--- src/rtl/bcd_pkg.sv ---
// rtl/bcd_pkg.sv - shared state type, digit width and sizing helper for the binary-to-BCD converter
package bcd_pkg;

   localparam int BCD_DIGIT_W = 4;

   typedef enum logic [1:0] {
      IDLE,
      SHIFT,
      DONE
   } bcd_state_t;

   // ceil(width * log10(2)), with log10(2) taken as 0.30103
   function automatic int bcd_digits_needed(input int width);
      return (width * 30103 + 99999) / 100000;
   endfunction

endpackage

--- src/rtl/bcd_digit_adj.sv ---
// rtl/bcd_digit_adj.sv - double-dabble digit correction: add 3 to a BCD digit of 5 or more
module bcd_digit_adj
   import bcd_pkg::*;
(
   input  logic [BCD_DIGIT_W-1:0] digit,
   output logic [BCD_DIGIT_W-1:0] adjusted
);

   assign adjusted = (digit >= 4'd5) ? digit + 4'd3 : digit;

endmodule

--- src/rtl/bin_to_bcd_seq.sv ---
// rtl/bin_to_bcd_seq.sv - sequential shift-and-add-3 binary-to-BCD converter, one bit per clock
module bin_to_bcd_seq
   import bcd_pkg::*;
#(
   parameter int WIDTH       = 8,
   parameter int DIGITS      = 3,
   parameter int SIGNED_MODE = 0
) (
   input  logic                          clk,
   input  logic                          rst_n,
   input  logic                          in_valid,
   output logic                          in_ready,
   input  logic [WIDTH-1:0]              in_bin,
   output logic                          out_valid,
   input  logic                          out_ready,
   output logic [BCD_DIGIT_W*DIGITS-1:0] out_bcd,
   output logic                          out_neg,
   output logic                          out_ovf
);

   localparam int BW = BCD_DIGIT_W * DIGITS;
   localparam int CW = $clog2(WIDTH);
   localparam logic [CW-1:0] CNT_LOAD = CW'(WIDTH - 1);

   if (WIDTH < 2 || DIGITS < 1 || (SIGNED_MODE != 0 && SIGNED_MODE != 1)) begin : g_bad_params
      $error("bin_to_bcd_seq: WIDTH must be >= 2, DIGITS >= 1, SIGNED_MODE 0 or 1");
   end

   bcd_state_t      state;
   logic [WIDTH-1:0] bin_q;
   logic [WIDTH-1:0] bin_nxt;
   logic [WIDTH-1:0] mag;
   logic [BW-1:0]    bcd_q;
   logic [BW-1:0]    bcd_adj;
   logic [BW-1:0]    bcd_nxt;
   logic [CW-1:0]    cnt;
   logic             ovf_q;
   logic             ovf_nxt;
   logic             neg_q;
   logic             neg_in;
   logic             accept;

   for (genvar i = 0; i < DIGITS; i++) begin : g_adj
      bcd_digit_adj u_adj (
         .digit    (bcd_q[BCD_DIGIT_W*i +: BCD_DIGIT_W]),
         .adjusted (bcd_adj[BCD_DIGIT_W*i +: BCD_DIGIT_W])
      );
   end

   assign in_ready = (state == IDLE) || (state == DONE && out_ready);
   assign accept   = in_valid && in_ready;

   // -2^(WIDTH-1) negates to itself, which read unsigned is the correct magnitude
   assign neg_in = (SIGNED_MODE != 0) && in_bin[WIDTH-1];
   assign mag    = neg_in ? (~in_bin) + WIDTH'(1) : in_bin;

   // Dropping the bit shifted out of the top digit leaves exactly magnitude mod 10^DIGITS
   assign bcd_nxt = {bcd_adj[BW-2:0], bin_q[WIDTH-1]};
   assign bin_nxt = {bin_q[WIDTH-2:0], 1'b0};
   assign ovf_nxt = ovf_q | bcd_adj[BW-1];

   always_ff @(posedge clk or negedge rst_n) begin
      if (!rst_n) begin
         state     <= IDLE;
         bin_q     <= '0;
         bcd_q     <= '0;
         cnt       <= '0;
         ovf_q     <= 1'b0;
         neg_q     <= 1'b0;
         out_valid <= 1'b0;
         out_bcd   <= '0;
         out_neg   <= 1'b0;
         out_ovf   <= 1'b0;
      end else begin
         case (state)
            SHIFT: begin
               bcd_q <= bcd_nxt;
               bin_q <= bin_nxt;
               ovf_q <= ovf_nxt;
               cnt   <= cnt - CW'(1);
               if (cnt == '0) begin
                  state     <= DONE;
                  out_valid <= 1'b1;
                  out_bcd   <= bcd_nxt;
                  out_neg   <= neg_q;
                  out_ovf   <= ovf_nxt;
               end
            end
            IDLE, DONE: begin
               if (state == DONE && out_ready) begin
                  out_valid <= 1'b0;
                  state     <= IDLE;
               end
               if (accept) begin
                  bin_q <= mag;
                  bcd_q <= '0;
                  ovf_q <= 1'b0;
                  neg_q <= neg_in;
                  cnt   <= CNT_LOAD;
                  state <= SHIFT;
               end
            end
            default: state <= IDLE;
         endcase
      end
   end

endmodule

--- config.mk ---
export PLATFORM = sky130hd
export DESIGN_NAME = bin_to_bcd_seq
export DESIGN_NICKNAME = d
export VERILOG_FILES = /design/src/rtl/bcd_pkg.sv /design/src/rtl/bcd_digit_adj.sv /design/src/rtl/bin_to_bcd_seq.sv
export SDC_FILE = /design/constraint.sdc
export NUM_CORES = 1
export LEC_CHECK = 0
export CORE_AREA = 5 5 65 67
export DETAILED_ROUTE_END_ITERATION = 10
export DIE_AREA = 0 0 70 72
export HOLD_SLACK_MARGIN = 0.1
export PLACE_DENSITY = 0.84
export SYNTH_ARGS = -nofsm -noshare
export SYNTH_HDL_FRONTEND = slang
export SYNTH_SLANG_ARGS = --single-unit
export TNS_END_PERCENT = 100
--- constraint.sdc ---
create_clock -name clk -period 2.9 [get_ports clk]
set_clock_uncertainty 0.05 [all_clocks]
set_input_delay 0.58 -clock clk [delete_from_list [all_inputs] [get_ports clk]]
set_output_delay 0.58 -clock clk [all_outputs]
set_load 0.02 [all_outputs]
==> key figures <==
Cells and area
  • Number of diodes: 0
  • Final #Nets: 227
  • Post-route cell area: 2280 µm²
  • Sequential cell area: 1000 µm²
  • Share of cells above drive strength 1: 0.125
  • Layout Area Growth over Synthesis: 15.2%
  • Fillers: 298
  • Multi-input combinational cell area: 866 µm²

Clock network
  • Post-CTS setup buffer count: 0
  • CTS Hold Buffers Added: 0
  • Longest Clk Path Bufs: 2
  • Sink Count: 40
  • Root buf cell: clkbuf_4
  • CTS Buf Count: 5
  • Worst-skew pair later-pin latency: 340 ps
  • Max H-tree Level: 2
  • Clock slew at reported path FFs: 110 ps
  • Post-CTS resize count: 0
  • CTS tree: done

Critical path
  • Crit. End Element: output pin
  • WP buf/inv: 3
  • Critical Path RT: 2270 ps
  • Critical path arrival: 2080 ps
  • CP max stage delay: 650 ps
  • Most used cell, CP: clkdlybuf4s50_1
  • Critical path class: in2out
  • Worst path slowest cell: clkdlybuf4s50_1
  • Critical path launch point type: input port
  • Crit-path leading delay family: buffers and inverters
  • Cell Chain, Critical Path: clkdlybuf4s50_1 > inv_1 > a21oi_1 > clkdlybuf4s50_1
  • Critical path peak fanout: 3

STA
  • Worst-Margin Slew: 871 ps
  • Tcrit/Tclk final: 0.936
  • Final Setup Violations: 0
  • Final Hold Violating Endpoints: 0
  • RSZ-0062 raised after global routing: no
  • Max-slew violations: 0
  • Final worst path period need: 2710 ps
  • Fin Setup TNS: 0 ps
  • Slew HR: 0.420
  • Fin Hold WS: 282 ps
  • Achievable frequency: 369 MHz

GRT
  • Tot GR Track Use: 0.140
  • Largest net degree at the start of global routing: 41
  • First-pass GRT wire length: 5.62 mm
  • Total gr overflow: 0
  • Antenna violations before repair: 0
  • Vias in the first global route: 1270

Run status
  • Status: complete, no violations

Power
  • Switching part of the total: 0.412
  • Power Density: 1090 nW/µm²
  • Pint: 1470 µW
  • Gate power share: 0.489
  • Clk pwr share: 0.118
  • Flop pwr share: 0.394
  • LEAKAGE: 0.00102 µW
  • Psw: 1030 µW
  • Maximum vdd ir drop: 0.589 mV

Drt
  • Starting DRT DRC Count: 48
  • Detail Route Antenna Nets: 0
  • DR WL/cell: 13.0 µm
  • Vias: 1347
  • Drt total wl: 3.33 mm
  • DRC Markers: 0
  • Pre-Repair DR Iteration Count: 4
  • DR vias/cell: 5.26

Yosys
  • Mapped Cells: 182
  • Commonest register cell after synthesis: dfrtp_1
  • Yosys top cell area share: 0.506
  • Synth area leaders: dfrtp_1, nand2_1, ha_1, o21ai_0, mux2i_1
  • Synth async-reset ratio: 1.00
  • Synth area leader: dfrtp_1
  • Post-synth EDFFs: 0
  • Unique cell type count in the Yosys netlist: 32
  • FF+latch count, synth: 40
  • Seq/Total Area, Yosys: 0.506
  • Post-synth net total: 202
  • Synth Cell Area: 1980 µm²
  • YS warnings: 0
  • Mean Syn Cell Area: 10.9 µm²

Floorplan
  • Die area: 5040 µm²
  • Die W: 70 µm
  • Die height: 72 µm
  • # rows: 22
  • Io pins: 28
  • Initial core utilization: 0.552
  • Core area: 3580 µm²

Run
  • Maximum capacitance violations: 0

Hold path
  • Hold Crit Class: in2async

Placement
  • Port-buffer cells: 26
  • Final GP Congestion: 0.797
  • DP Area: 2220 µm²
  • Post-DP HPWL: 2.36 mm
-- worst reg2reg max path: cells and delay by family, from the launching register on --
kind	cells	cell delay (ps)
and+or+nand+nor	2	760
DFF	1	680
muxes	1	360
-- metal layers --
metal  wire, µm  vias to the layer above  global-route usage
met5          0                        -                   0
met4         65                        0              0.0702
met3        131                        8              0.0332
met2       1610                       19               0.227
met1       1520                      636               0.177
li1           -                      684                   -
-- through the flow --
| step | total power [µW] | setup WS (ps) | cells | utilization |
|---|---|---|---|---|
| 2_1_floorplan | 1910 | 1230 | 182 | - |
| 4_1_cts | 2520 | 185 | 256 | 0.636 |
| 3_5_place_dp | 2230 | 191 | 248 | 0.619 |
| 5_1_grt | 2700 | 96.6 | 256 | 0.636 |
| 6_report | 2490 | 186 | 256 | 0.636 |
| 3_3_place_gp | 2180 | 220 | 248 | 0.619 |
-- area by class of cell --
| class | instances | share of cell area |
|---|---|---|
| Clock buffer | 6 | 0.0225 |
| Timing Repair Buffer | 26 | 0.112 |
| Clock inverter | 2 | 0.00440 |
| Multi-Input combinational cell | 125 | 0.380 |
| Inverter | 9 | 0.0148 |
| Sequential cell | 40 | 0.440 |
| Tap cell | 48 | 0.0264 |
-- cells by family after synthesis --
kind of cell | after synthesis | synth area share
simple gates | 44 | 0.119
other cells | 1 | 0.00190
mux | 11 | 0.0601
compound gates | 57 | 0.189
flops | 40 | 0.506
buf+inv | 17 | 0.0557
fa+ha+maj | 8 | 0.0506
xor+xnor | 4 | 0.0177
-- synth_stat cells, types with 4 or more instances --
master and n:
buf_6 5, dfrtp_1 40, nor3b_1 6, a32o_1 4, mux2i_1 7, nand2_1 27, o21ai_1 4, nand2b_1 5
o21ai_2 6, o21ai_0 18, a21oi_1 10, inv_1 9, o22ai_1 5, ha_1 8
-- placed cells by master, fill, tap and decap left out, drive strengths merged --
master	n
o2bb2ai	1
xnor2	3
and2b	1
buf	1
o31ai	3
nand2b	6
nand2	28
clkinv	2
a21o	1
mux2	4
ha	8
dfrtp	40
nor2	2
xor2	1
a32o	4
nor3b	6
clkbuf	6
mux2i	7
nor2b	1
clkdlybuf4s50	25
o21ai	28
conb	1
o22ai	5
inv	9
a22oi	1
a21oi	14
-- power groups by stage --
| stage | Combinational [µW] | Clock (µW) | Sequential (µW) |
|---|---|---|---|
| after global routing | 1360 | 327 | 1010 |
| after floorplan | 869 | 0 | 1040 |
| after global placement | 1190 | 0 | 984 |
| final | 1220 | 293 | 981 |
| after CTS | 1240 | 302 | 982 |
| after detailed placement | 1240 | 0 | 991 |
-- worst paths after layout --
check / depth (start not counted) / to / start / slack (ps)
max: 4 / in_ready / out_ready / 190
min: 1 / out_bcd[1]$_DFFE_PN0P_ / rst_n / 280
max reg2reg: 3 / out_bcd[0]$_DFFE_PN0P_ / state[0]$_DFFE_PN0P_ / 960
min reg2reg: 2 / out_bcd[9]$_DFFE_PN0P_ / out_bcd[9]$_DFFE_PN0P_ / 440
max in group asynchronous: 1 / cnt[1]$_DFFE_PN0P_ / rst_n / 1970
min in group clk: 2 / out_bcd[9]$_DFFE_PN0P_ / out_bcd[9]$_DFFE_PN0P_ / 440
-- state kept, by name (all words and copies together) (netlist names) --
register	flops
out_ovf	1
ovf_q	1
bcd_q	12
bin_q	8
out_bcd	12
state	2
cnt	3
out_valid	1
Note: power is estimated with default switching activity, not from simulation.
